**src/rtl/bus_mux_pipe.sv**
```systemverilog
// bus_mux_pipe: 2-stage pipelined bus multiplexer with select-error counter; define BUS_MUX_RR_EN for round-robin arbitration
module bus_mux_pipe #(
  parameter int WORD_SIZE = 32,
  parameter int NUM_SRC   = 24,
  parameter int SEL_W     = $clog2(NUM_SRC),
  parameter int ERR_CNT_W = 8
) (
  input  logic                         clock,
  input  logic                         clear,
  input  logic [NUM_SRC*WORD_SIZE-1:0] src_data,
  input  logic [NUM_SRC-1:0]           src_out,
  input  logic                         stall,
  output logic [WORD_SIZE-1:0]         bus_out,
  output logic                         bus_valid,
  output logic [SEL_W-1:0]             bus_sel,
  output logic                         sel_err,
  output logic [ERR_CNT_W-1:0]         err_count
`ifdef BUS_MUX_RR_EN
  , output logic [NUM_SRC-1:0]         grant_vec
`endif
);
  logic                 req_valid, req_err;
  logic [SEL_W-1:0]     req_sel;
  logic [WORD_SIZE-1:0] req_data;
  logic                 s1_valid_q, s1_valid_d, s1_err_q, s1_err_d;
  logic [SEL_W-1:0]     s1_sel_q, s1_sel_d, bus_sel_q, bus_sel_d;
  logic [WORD_SIZE-1:0] s1_data_q, s1_data_d, bus_out_q, bus_out_d;
  logic                 bus_valid_q, bus_valid_d, sel_err_q, sel_err_d;
  logic [ERR_CNT_W-1:0] err_count_q, err_count_d;
`ifdef BUS_MUX_RR_EN
  logic [SEL_W-1:0]     rr_ptr_q, rr_ptr_d;
  logic [NUM_SRC-1:0]   req_gnt, s1_gnt_q, s1_gnt_d, gnt_q, gnt_d;
  // round-robin grant: first request at or above rr_ptr, wrapping; multi-hot is legal
  always_comb begin
    int idx;
    logic found;
    idx = 0;
    found = 1'b0;
    req_sel = '0;
    req_err = 1'b0;
    for (int i = 0; i < NUM_SRC; i++) begin
      idx = (int'(rr_ptr_q) + i) % NUM_SRC;
      if (!found && src_out[idx]) begin
        found = 1'b1;
        req_sel = SEL_W'(idx);
      end
    end
    req_gnt = NUM_SRC'(1) << req_sel;
  end
`else
  // fixed priority: lowest set index wins, any second request flags an error
  always_comb begin
    req_sel = '0;
    for (int i = NUM_SRC - 1; i >= 0; i--) if (src_out[i]) req_sel = SEL_W'(i);
    req_err = |(src_out & (src_out - NUM_SRC'(1)));
  end
`endif
  assign req_valid = |src_out;
  assign req_data  = src_data[req_sel*WORD_SIZE +: WORD_SIZE];
  // next state: both stages advance together unless stalled; bus word/select hold across bubbles
  always_comb begin
    s1_valid_d  = stall ? s1_valid_q : req_valid;
    s1_sel_d    = stall ? s1_sel_q   : req_sel;
    s1_data_d   = stall ? s1_data_q  : req_data;
    s1_err_d    = stall ? s1_err_q   : req_err;
    bus_valid_d = stall ? bus_valid_q : s1_valid_q;
    sel_err_d   = stall ? sel_err_q   : s1_err_q;
    bus_out_d   = (!stall && s1_valid_q) ? s1_data_q : bus_out_q;
    bus_sel_d   = (!stall && s1_valid_q) ? s1_sel_q  : bus_sel_q;
    err_count_d = (!stall && s1_err_q && err_count_q != '1) ? err_count_q + ERR_CNT_W'(1) : err_count_q;
`ifdef BUS_MUX_RR_EN
    rr_ptr_d    = (stall || !req_valid) ? rr_ptr_q :
                  (req_sel == SEL_W'(NUM_SRC - 1)) ? '0 : req_sel + SEL_W'(1);
    s1_gnt_d    = stall ? s1_gnt_q : req_gnt;
    gnt_d       = (!stall && s1_valid_q) ? s1_gnt_q : gnt_q;
`endif
  end
  // pipeline registers, cleared asynchronously
  always_ff @(posedge clock or posedge clear) begin
    if (clear) begin
      s1_valid_q  <= 1'b0;
      s1_sel_q    <= '0;
      s1_data_q   <= '0;
      s1_err_q    <= 1'b0;
      bus_valid_q <= 1'b0;
      bus_sel_q   <= '0;
      bus_out_q   <= '0;
      sel_err_q   <= 1'b0;
      err_count_q <= '0;
`ifdef BUS_MUX_RR_EN
      rr_ptr_q    <= '0;
      s1_gnt_q    <= '0;
      gnt_q       <= '0;
`endif
    end else begin
      s1_valid_q  <= s1_valid_d;
      s1_sel_q    <= s1_sel_d;
      s1_data_q   <= s1_data_d;
      s1_err_q    <= s1_err_d;
      bus_valid_q <= bus_valid_d;
      bus_sel_q   <= bus_sel_d;
      bus_out_q   <= bus_out_d;
      sel_err_q   <= sel_err_d;
      err_count_q <= err_count_d;
`ifdef BUS_MUX_RR_EN
      rr_ptr_q    <= rr_ptr_d;
      s1_gnt_q    <= s1_gnt_d;
      gnt_q       <= gnt_d;
`endif
    end
  end
  assign bus_out   = bus_out_q;
  assign bus_valid = bus_valid_q;
  assign bus_sel   = bus_sel_q;
  assign sel_err   = sel_err_q;
  assign err_count = err_count_q;
`ifdef BUS_MUX_RR_EN
  assign grant_vec = gnt_q;
`endif
endmodule

```
**config.mk**
```make
export PLATFORM = sky130hd
export DESIGN_NAME = bus_mux_pipe
export DESIGN_NICKNAME = d
export VERILOG_FILES = /design/src/rtl/bus_mux_pipe.sv
export SDC_FILE = /design/constraint.sdc
export NUM_CORES = 1
export LEC_CHECK = 0
export ABC_CLOCK_PERIOD_IN_PS = 2900
export CAP_MARGIN = 0
export CORE_AREA = 2 2 324 326
export DETAILED_ROUTE_END_ITERATION = 7
export DIE_AREA = 0 0 326 328
export GPL_ROUTABILITY_DRIVEN = 0
export HOLD_SLACK_MARGIN = 0.05
export PLACE_DENSITY_LB_ADDON = 0.3
export SLEW_MARGIN = 20
export SYNTH_ARGS = -nofsm -noshare
export SYNTH_HDL_FRONTEND = slang
export SYNTH_SLANG_ARGS = --single-unit
export TNS_END_PERCENT = 20
```
**constraint.sdc**
```tcl
create_clock -name clock -period 2.9 [get_ports clock]
set_input_delay 0.435 -clock clock [delete_from_list [all_inputs] [get_ports clock]]
set_output_delay 0.435 -clock clock [all_outputs]
set_load 0.05 [all_outputs]
```
==> impl_metrics.tcl <==
set metrics [dict create \
    cts_sinks 86 \
    io_buffers 841 \
    netSwitchingFraction_pct 38.59 \
    core.rowCount 118 \
    status "finished with violations" \
    core_mm2 0.1032 \
    clock.fmax_ghz 0.3360 \
    grt_pass1_wl_mm 124.9 \
    clk_pin_slew_ns 0.08 \
    period_share_pct 102.6 \
    path_common_cell "buf_12" \
    postSynthCellCount 1129 \
    grt_max_degree 39 \
    via_count 14360 \
    synth-simple-area-share_pct 19.66 \
    clock_latency_ns 0.39 \
    numCtsBuffers 9 \
    dp_hpwl_mm 80.58 \
    synthMuxAreaShare_pct 28.45 \
    fin_total_pwr_mw 6.939 \
    die_area_mm2 0.1069 \
    critPathMaxFanout 6 \
    io-pin-count 842 \
    post_drt_via_cell_ratio 4.018 \
    cts-root-buf "clkbuf_16" \
    crit_chain "buf_6 -> or3b_4 -> a311oi_4 -> a211oi_4 -> buf_4 -> a21oi_4 -> buf_12 -> buf_12 -> buf_8 -> mux4_2 -> a22o_1 -> a221oi_2 -> nand3_1" \
    cp_slowest_cell "mux4_2" \
    grt_pass1_vias 15310 \
    min_period_ns 2.976 \
    rr_worst_depth 6 \
    critical_path.max_stage_delay_ns 0.49 \
    start_util_pct 9.799 \
    start_kind "input pin" \
    clk_path_buf_depth 2 \
    cp_data_arrival_time_ns 3.25 \
    synth_compound_area_share_pct 23.24 \
    synth_cell_type_count 67 \
    synth-main-ff-cell "dfrtp_1" \
    p_leak_nw 9.143 \
    skew_ns 0.008834 \
    dieWidth_um 326 \
    hold_violations 0 \
    synthArstFlopShare_pct 100.0 \
    reg2reg_to "err_count[7]" \
    required_ns 3.17 \
    worstSetupStartpoint "src_out[6]" \
    die_y_um 328 \
    setup_viol 5 \
    slew_headroom_pct 50.81 \
    cp-end-kind "flop" \
    totalWireLength_mm 93.90 \
    syn_nets 1925 \
    first_iter_violations 697 \
    drt-pass1-iter-count 4 \
    rsz0062_at_grt "yes" \
    path_class "in -> reg" \
    h-tree-depth 3 \
    ys_seq_elements 86 \
    ant_nets 0 \
    instances_no_fill 3574 \
    synth_top_family_by_area "multiplexers" \
    seqCellArea_mm2 0.002152 \
    multi_input_area_mm2 0.008215 \
    synth_edf_count 0 \
    reg2reg_slack_ns 1.04 \
    final_util_pct 23.30 \
    worst_slack_ns -0.07582 \
    route.detailed.drc 0 \
    min_path_type "in -> async" \
    power.density_mw_per_mm2 288.5 \
    dp_cells 3502 \
    violations "setup timing" \
    area_growth_pct 137.8 \
    final_nets 2981 \
    synth_area_mm2 0.01011 \
    comb_power_share_pct 58.1 \
    tightest_slew_ns 0.7355 \
    p_seq_share_pct 22.9 \
    avgSynthCellArea_um2 8.957 \
    timing.rr.start "err_count[4]" \
    track_usage_pct 16.92 \
    antenna_found_initial 30 \
    p_int_mw 4.261 \
    vdd.ir_drop.worst_mv 0.3095 \
    slew_viol_final 0 \
    whs_ns 0.4005 \
    n_fill_cell 11250 \
    finalSetupTns_ns -0.1641 \
    cts_tree "yes" \
    switchingPower_mw 2.677 \
    grt-ovfl-total 0 \
    drive_gt1_share_pct 29.82 \
    wire_per_inst_um 26.27 \
    drv_cap 0 \
    synth-warning-count 0 \
    synthAdderAreaFrac_pct 0.3217 \
    setup.worst_path.end "s1_data_q[23]" \
    synth-xor-area-share_pct 0.6063 \
    clkPwrFrac_pct 19.0 \
    ys_seq_area_share_pct 21.28 \
]
==> registers in the layout, summed over array words and instances, names as in the netlist <==
register	flops
bus_out	32
s1_sel_q	5
s1_valid_q	1
err_count	8
bus_sel	5
sel_err	1
bus_valid	1
s1_err_q	1
s1_data_q	32
==> kinds of logic (layout without fill, tap and decap cells) <==
kind of cell	after synthesis	in the layout
multiplexers	175	175
XOR/XNOR	7	7
adder cells (fa/ha/maj)	3	3
AND/OR/NAND/NOR	397	397
flip-flops	86	86
other	0	4
buffers and inverters	144	1204
AO/OA/AOI/OAI	317	318
==> Yosys cell counts (12+ instances only) <==
cell type	instances	area (um^2)
nand2_1	203	762.0
dfrtp_1	86	2152
mux2_2	85	957.2
mux4_2	81	1824
a21oi_1	70	350.3
clkbuf_1	53	198.9
a221o_1	42	420.4
o21ai_0	42	210.2
nor2_1	40	150.1
inv_1	38	142.6
nand3_1	38	190.2
and3_1	37	231.5
buf_2	29	145.1
o311ai_0	29	254.0
o22ai_1	20	125.1
a2111oi_0	18	157.7
a221oi_1	17	148.9
a22oi_1	14	105.1
nand4_1	12	75.07
==> worst max-delay path: cells and delay by family <==
family,cells,cell delay [ns]
buffers and inverters,5,0.69
AO/OA/AOI/OAI,5,1.13
AND/OR/NAND/NOR,2,0.50
multiplexers,1,0.49
==> cell usage in the layout (no fill, tap or decap), types with 7 or more instances in the layout <==
master / netlist / layout
clkdlybuf4s50_1: 0 / 818
buf_4: 10 / 234
nand2_1: 203 / 202
dfrtp_1: 86 / 86
mux2_2: 85 / 84
mux4_2: 81 / 81
a21oi_1: 70 / 54
buf_12: 0 / 47
a221o_1: 42 / 42
inv_1: 38 / 37
and3_1: 37 / 37
nand3_1: 38 / 36
nor2_1: 40 / 27
o311ai_0: 29 / 22
buf_6: 5 / 20
o21ai_0: 42 / 19
a221oi_2: 9 / 18
a21oi_2: 1 / 15
o21ai_1: 2 / 13
nand4_1: 12 / 12
o22ai_1: 20 / 11
nor4b_2: 10 / 10
o21ai_2: 0 / 10
nor2_4: 1 / 9
a22oi_2: 0 / 9
clkbuf_16: 0 / 9
nor2_2: 2 / 7
a31oi_1: 9 / 7
a2111oi_2: 0 / 7
a2111oi_4: 0 / 7
dlymetal6s2s_1: 0 / 7
buf_8: 0 / 7
==> what timing repair did <==
item                       CTS  global route
gates resized for setup    172           115
setup buffers               40            14
gates cloned                 3             0
setup endpoints to repair   32            34
pin swaps                   30            46
hold buffers                 0             0
==> routing by layer <==
| metal | routed length (um) | vias to the layer above | GRT usage [%] |
|---|---|---|---|
| met5 | 153 | - | 0 |
| met4 | 2343 | 24 | 4.718 |
| li1 | - | 6559 | - |
| met2 | 47010 | 678 | 29.99 |
| met3 | 6380 | 111 | 4.499 |
| met1 | 38010 | 6989 | 19.96 |
==> final cells by class <==
class,count,share of cell area [%]
Antenna cell,4,0.04162
Clock buffer,9,0.9365
Clock inverter,7,0.3070
Inverter,38,0.6035
Multi-Input combinational cell,900,34.16
Sequential cell,86,8.949
Tap cell,1380,7.180
Timing Repair Buffer,1150,47.82
==> worst min-delay path by stage <==
stage	startpoint	endpoint	slack, ns	depth (start not counted)
floorplan	s1_sel_q[0]	s1_sel_q[0]	0.45	2
global placement	s1_sel_q[4]	s1_sel_q[4]	0.46	1
CTS	clear	err_count[3]	0.41	2
global route	clear	err_count[3]	0.42	2
finish	clear	err_count[4]	0.40	2
detailed placement	s1_sel_q[4]	s1_sel_q[4]	0.47	1
==> stage by stage <==
| step | setup slack [ns] | cell area [um^2] |
|---|---|---|
| 2_1_floorplan | 0.03223 | 10110 |
| 3_3_place_gp | -1.364 | 22210 |
| 3_5_place_dp | -1.435 | 22210 |
| 4_1_cts | -0.1756 | 23440 |
| 5_1_grt | -0.1240 | 24050 |
| 6_report | -0.07582 | 24050 |
==> power groups by stage <==
stage                     logic (mW)  clock network (mW)  registers (mW)
after floorplan                 1.03                   0            2.02
after global placement          3.79                   0            1.61
after detailed placement        3.78                   0            1.61
after CTS                       3.98                1.41            1.59
after global routing            4.25                1.44            1.62
final                           4.03                1.32            1.59
Note: power is estimated with default switching activity, not from simulation.
